[src/rtl/seven_seg_scanner.sv]
// Time-multiplexed N-digit common-anode seven-segment driver with a
// double-buffered display image, blink, PWM brightness and leading-zero blanking.
module seven_seg_scanner #(
    parameter int NUM_DIGITS    = 8,
    parameter int PRESCALE_LOG2 = 11,
    parameter int BRIGHT_WIDTH  = 4,
    parameter int BLINK_WIDTH   = 24
) (
    input  logic                      clock,
    input  logic                      reset,
    input  logic [4*NUM_DIGITS-1:0]   value,
    input  logic [NUM_DIGITS-1:0]     point,
    input  logic [NUM_DIGITS-1:0]     enable,
    input  logic [NUM_DIGITS-1:0]     blink,
    input  logic                      lz_blank,
    input  logic                      load_valid,
    output logic                      load_ready,
    input  logic [BRIGHT_WIDTH-1:0]   brightness,
    output logic                      frame_start,
    output logic [7:0]                segment,
    output logic [NUM_DIGITS-1:0]     digit
);

    localparam int IDX_W = $clog2(NUM_DIGITS);

    logic [PRESCALE_LOG2-1:0] slot_cnt_q, slot_cnt_d;
    logic [IDX_W-1:0]         idx_q, idx_d;
    logic [BLINK_WIDTH-1:0]   blink_cnt_q, blink_cnt_d;

    logic [4*NUM_DIGITS-1:0]  act_value_q, act_value_d;
    logic [NUM_DIGITS-1:0]    act_point_q, act_point_d;
    logic [NUM_DIGITS-1:0]    act_enable_q, act_enable_d;
    logic [NUM_DIGITS-1:0]    act_blink_q, act_blink_d;
    logic                     act_lz_q, act_lz_d;

    logic [4*NUM_DIGITS-1:0]  pend_value_q, pend_value_d;
    logic [NUM_DIGITS-1:0]    pend_point_q, pend_point_d;
    logic [NUM_DIGITS-1:0]    pend_enable_q, pend_enable_d;
    logic [NUM_DIGITS-1:0]    pend_blink_q, pend_blink_d;
    logic                     pend_lz_q, pend_lz_d;
    logic                     pending_full_q, pending_full_d;

    logic [7:0]               segment_q, segment_d;
    logic [NUM_DIGITS-1:0]    digit_q, digit_d;
    logic                     frame_start_q, frame_start_d;

    logic                     frame_boundary;
    logic                     load_fire;
    logic [3:0]               cur_nib;
    logic                     cur_point, cur_en, cur_blink;
    logic                     upper_zero, lz_cur;
    logic [NUM_DIGITS-1:0]    digit_sel;
    logic [7:0]               glyph;
    logic [BRIGHT_WIDTH-1:0]  phase;
    logic                     dark;

    function automatic logic [6:0] hex_glyph(input logic [3:0] n);
        case (n)
            4'h0:    return 7'b0000001;
            4'h1:    return 7'b1001111;
            4'h2:    return 7'b0010010;
            4'h3:    return 7'b0000110;
            4'h4:    return 7'b1001100;
            4'h5:    return 7'b0100100;
            4'h6:    return 7'b0100000;
            4'h7:    return 7'b0001111;
            4'h8:    return 7'b0000000;
            4'h9:    return 7'b0000100;
            4'hA:    return 7'b0001000;
            4'hB:    return 7'b1100000;
            4'hC:    return 7'b0110001;
            4'hD:    return 7'b1000010;
            4'hE:    return 7'b0110000;
            default: return 7'b0111000;
        endcase
    endfunction

    assign load_ready  = !pending_full_q && !reset;
    assign load_fire   = load_valid && !pending_full_q;
    assign frame_start = frame_start_q;
    assign segment     = segment_q;
    assign digit       = digit_q;

    // Counters and buffer transfer
    always_comb begin
        slot_cnt_d  = slot_cnt_q + PRESCALE_LOG2'(1);
        blink_cnt_d = blink_cnt_q + BLINK_WIDTH'(1);
        idx_d       = idx_q;
        if (&slot_cnt_q) begin
            idx_d = (idx_q == IDX_W'(NUM_DIGITS - 1)) ? '0 : idx_q + IDX_W'(1);
        end
        frame_boundary = (&slot_cnt_q) && (idx_q == IDX_W'(NUM_DIGITS - 1));

        act_value_d    = act_value_q;
        act_point_d    = act_point_q;
        act_enable_d   = act_enable_q;
        act_blink_d    = act_blink_q;
        act_lz_d       = act_lz_q;
        pend_value_d   = pend_value_q;
        pend_point_d   = pend_point_q;
        pend_enable_d  = pend_enable_q;
        pend_blink_d   = pend_blink_q;
        pend_lz_d      = pend_lz_q;
        pending_full_d = pending_full_q;

        // Load and commit are mutually exclusive: load needs an empty pending buffer.
        if (frame_boundary && pending_full_q) begin
            act_value_d    = pend_value_q;
            act_point_d    = pend_point_q;
            act_enable_d   = pend_enable_q;
            act_blink_d    = pend_blink_q;
            act_lz_d       = pend_lz_q;
            pending_full_d = 1'b0;
        end else if (load_fire) begin
            pend_value_d   = value;
            pend_point_d   = point;
            pend_enable_d  = enable;
            pend_blink_d   = blink;
            pend_lz_d      = lz_blank;
            pending_full_d = 1'b1;
        end
    end

    // Glyph and anode selection for the digit currently being scanned
    always_comb begin
        cur_nib    = '0;
        cur_point  = 1'b0;
        cur_en     = 1'b0;
        cur_blink  = 1'b0;
        upper_zero = 1'b1;
        digit_sel  = '1;
        for (int unsigned k = 0; k < NUM_DIGITS; k++) begin
            if (idx_q == IDX_W'(k)) begin
                cur_nib      = act_value_q[4*k +: 4];
                cur_point    = act_point_q[k];
                cur_en       = act_enable_q[k];
                cur_blink    = act_blink_q[k];
                digit_sel[k] = 1'b0;
            end
            if ((IDX_W'(k) >= idx_q) && (act_value_q[4*k +: 4] != 4'h0)) begin
                upper_zero = 1'b0;
            end
        end
        lz_cur = act_lz_q && (idx_q != '0) && upper_zero;
        glyph  = {(lz_cur ? 7'h7F : hex_glyph(cur_nib)), ~cur_point};
        phase  = slot_cnt_q[PRESCALE_LOG2-1 -: BRIGHT_WIDTH];
        dark   = !cur_en
              || (cur_blink && blink_cnt_q[BLINK_WIDTH-1])
              || (phase > brightness)
              || (glyph == 8'hFF);

        segment_d     = dark ? 8'hFF : glyph;
        digit_d       = dark ? '1 : digit_sel;
        frame_start_d = (slot_cnt_q == '0) && (idx_q == '0);
    end

    always_ff @(posedge clock) begin
        if (reset) begin
            slot_cnt_q     <= '0;
            idx_q          <= '0;
            blink_cnt_q    <= '0;
            act_value_q    <= '0;
            act_point_q    <= '0;
            act_enable_q   <= '0;
            act_blink_q    <= '0;
            act_lz_q       <= 1'b0;
            pend_value_q   <= '0;
            pend_point_q   <= '0;
            pend_enable_q  <= '0;
            pend_blink_q   <= '0;
            pend_lz_q      <= 1'b0;
            pending_full_q <= 1'b0;
            segment_q      <= '1;
            digit_q        <= '1;
            frame_start_q  <= 1'b0;
        end else begin
            slot_cnt_q     <= slot_cnt_d;
            idx_q          <= idx_d;
            blink_cnt_q    <= blink_cnt_d;
            act_value_q    <= act_value_d;
            act_point_q    <= act_point_d;
            act_enable_q   <= act_enable_d;
            act_blink_q    <= act_blink_d;
            act_lz_q       <= act_lz_d;
            pend_value_q   <= pend_value_d;
            pend_point_q   <= pend_point_d;
            pend_enable_q  <= pend_enable_d;
            pend_blink_q   <= pend_blink_d;
            pend_lz_q      <= pend_lz_d;
            pending_full_q <= pending_full_d;
            segment_q      <= segment_d;
            digit_q        <= digit_d;
            frame_start_q  <= frame_start_d;
        end
    end

endmodule
[config.mk]
export PLATFORM = sky130hd
export DESIGN_NAME = seven_seg_scanner
export DESIGN_NICKNAME = d
export VERILOG_FILES = /design/src/rtl/seven_seg_scanner.sv
export SDC_FILE = /design/constraint.sdc
export NUM_CORES = 1
export LEC_CHECK = 0
export ABC_AREA = 1
export CORE_AREA = 8 8 116 128
export DETAILED_ROUTE_END_ITERATION = 8
export DIE_AREA = 0 0 124 136
export PLACE_DENSITY_LB_ADDON = 0.1
export SLEW_MARGIN = 5
export SYNTH_ARGS = -nofsm -noshare
export SYNTH_HDL_FRONTEND = slang
export SYNTH_SLANG_ARGS = --single-unit
[constraint.sdc]
create_clock -name clock -period 6.3 [get_ports clock]
set_input_delay 1.89 -clock clock [delete_from_list [all_inputs] [get_ports clock]]
set_output_delay 1.89 -clock clock [all_outputs]
set_load 0.02 [all_outputs]
==> flow_summary_export.csv <==
group,metric,value,unit
routing,wl_met3,817,um
global_routing,first_global_vias,6107,
clock_tree,cts_made_buffers,17,
power,power_frac_comb,0.057,
routing,num_vias,6430,
routing,drc_errors,0,
routing,vias_per_cell,5.30,
floorplan,core-area,12900,sq um
synthesis,syn-cell-area,7420,sq um
floorplan,die_h,136,um
routing,wl_per_cell,14.2,um
sta,fin_crit_sh,0.752,
routing,drtIter0Drc,419,
power,ir_worst_vdd,0.000208,V
clock_tree,cts.htree.levels,4,
setup_path,required,4.41,ns
setup_path,critical_path_class,"in2out",
finish,diodes,0,
setup_path,rr_startpoint,"idx_q[0]",
sta,worst_slew_pin_slew,0.922,ns
global_routing,grt_max_degree,67,
global_routing,grt_pass1_wl,29100,um
global_routing,antenna_found_initial,0,
power,p_total,2340,uW
synthesis,synth_top_area_share,0.459,
sta,slew_violations,0,
finish,nNetsFinal,1121,
routing,highest_layer,"met4",
outcome,status,"completed",
floorplan,die_area,16900,sq um
power,p_sw,512,uW
setup_path,path_max_fanout,2,
synthesis,synthFlopType,"dfxtp_1",
sta,clock.fmax,0.211,GHz
setup_path,worst_setup_path_start_kind,"input port",
worst_hold_path,worstHoldStart,"blink_cnt_q[0]",
synthesis,ys_seq_elements,170,
setup_path,reg2regPathDepth,15,
synthesis,async_flop_share,0,
clock_tree,cts_sinks,170,
place,hpwl,11900,um
sta,period_minus_slack,4.74,ns
floorplan,initial_core_util,0.576,
routing,drt_first_pass_iters,5,
power,seqPwrFrac,0.481,
power,switching_share,0.219,
floorplan,io_pins,82,
finish,area_growth,19.8,%
routing,totalWireLength,17300,um
sta,rsz0062_at_grt,"no",
synthesis,synthTopCellsByArea,"dfxtp_1 46%, nor2_1 10%, o21ai_0 7.2%",
setup_path,regToRegSetupSlack,2.82,ns
synthesis,seq_area_frac_synth,0.459,
place,port_buffers,81,
power,clock_power_share,0.462,
setup_path,r2r-end,"digit[1]",
finish,final_cell_mix,"200 x nor2_1, 170 x dfxtp_1, 107 x inv_1, 107 x o21ai_0, 94 x nand2_1",
worst_hold_path,holdCritPathClass,"reg2reg",
floorplan,fp.dieW,124,um
place,place.gp.congestion,0.834,
clock_tree,insertion_delay,0.43,ns
floorplan,rows,44,
clock_tree,postCtsResizedCells,0,
worst_hold_path,whs_path_depth,1,
clock_tree,ctsRootBufferMaster,"clkbuf_16",
synthesis,syn_area_per_cell,7.57,sq um
sta,clock_skew,0.00926,ns
synthesis,synth_fp_nets,1061,
synthesis,syn_inst,980,
synthesis,synthDistinctLibCells,42,
routing,wl_met1,7880,um
clock_tree,cts_hold_buf,0,
power,power_density,264,nW/um^2
routing,wl_met2,8210,um
job,drv_cap,0,
clock_tree,cts.reportedPaths.clkPinSlew,0.07,ns
clock_tree,cts_setup_buffers,0,
sta,fin_tns_setup,0,ns
power,p_leak,0.00363,uW
synthesis,synth-edff-count,0,
synthesis,ys_warn_count,0,
clock_tree,cts_buffer_depth,2,
setup_path,cp-end-kind,"output pin",
global_routing,grt_use_total,0.216,
routing,antenna_left,0,
power,p_int,1830,uW
synthesis,yosys.area.top_type,"dfxtp_1",
finish,fillCellCount,1147,
clock_tree,cts_tree,"done",
setup_path,arrival,2.85,ns
sta,finalSetupViolCount,0,
worst_hold_path,holdPathEnd,"blink_cnt_q[0]",
sta,slew_headroom,0.384,
finish,final_common_cell,"nor2_1",
global_routing,overflow,0,
finish,drive_above_1_share,0.0798,
sta,hold_viol,0,
-- cell usage after synthesis, drive strengths merged (2+ instances only) --
cell    instances
ha             17
a211oi         42
xnor2           2
nor4            7
a21oi          53
inv           117
o211ai          2
o21a            5
nand4          16
nor2          203
nor3b           3
dfxtp         170
clkbuf         37
nand3          56
a21boi          2
a31oi           3
nand2         103
nor3           12
buf             9
o21ai         115
-- worst max path at each step --
stage	start	end	slack (ns)	cells past startpoint
floorplan	reset	load_ready	1.54	4
global placement	reset	load_ready	1.53	3
detailed placement	reset	load_ready	1.54	3
CTS	reset	load_ready	1.53	3
global route	reset	load_ready	1.50	3
finish	reset	load_ready	1.56	3
-- flip-flops by register name, indices dropped and copies added (netlist names), 11 cells and up --
name          flops
blink_cnt_q      24
pend_value_q     32
act_value_q      32
slot_cnt_q       11
-- layer usage --
metal / global-route usage / up-vias
met3: 0.0453 / 28
li1: - / 3355
met4: 0.0933 / 0
met2: 0.358 / 132
met1: 0.266 / 2915
met5: 0 / -
-- kinds of logic (layout without fill, tap and decap cells) --
kind of cell / count (synthesis) / after routing / share of synthesized area
buffers and inverters: 164 / 237 / 0.0872
AND/OR/NAND/NOR: 400 / 400 / 0.246
AO/OA/AOI/OAI: 227 / 227 / 0.177
XOR/XNOR: 2 / 2 / 0.00236
adder cells (fa/ha/maj): 17 / 17 / 0.0287
flip-flops: 170 / 170 / 0.459
-- stage by stage --
step           utilization  hold slack [ns]  instance area, sq um  instances  setup slack [ns]
3_3_place_gp         0.642            0.434                  8270       1182              1.53
2_1_floorplan            -            0.418                  7420        980              1.54
4_1_cts              0.689            0.457                  8880       1214              1.53
5_1_grt              0.689            0.478                  8880       1214              1.50
6_report             0.689            0.455                  8880       1214              1.56
3_5_place_dp         0.642            0.442                  8270       1182              1.54
-- critical path, cell delays in order --
cell and delay (ns):
buf_2 0.13, nor2_1 0.18, clkdlybuf4s50_1 0.65
-- area by class of cell --
type / count / area, sq um / area share
Inverter: 118 / 445 / 0.0501
Tap cell: 161 / 201 / 0.0227
Multi-Input combinational cell: 646 / 3370 / 0.379
Timing Repair Buffer: 87 / 851 / 0.0958
Clock inverter: 10 / 139 / 0.0156
Clock buffer: 22 / 474 / 0.0534
Sequential cell: 170 / 3400 / 0.383
-- power groups by stage --
stage                     logic (uW)  clock network (uW)  registers [uW]
after CTS                        136                1090            1130
after global routing             154                1140            1130
after global placement           132                   0            1150
after floorplan                 75.0                   0            1150
after detailed placement         135                   0            1150
final                            134                1080            1130
Note: power is estimated with default switching activity, not from simulation.
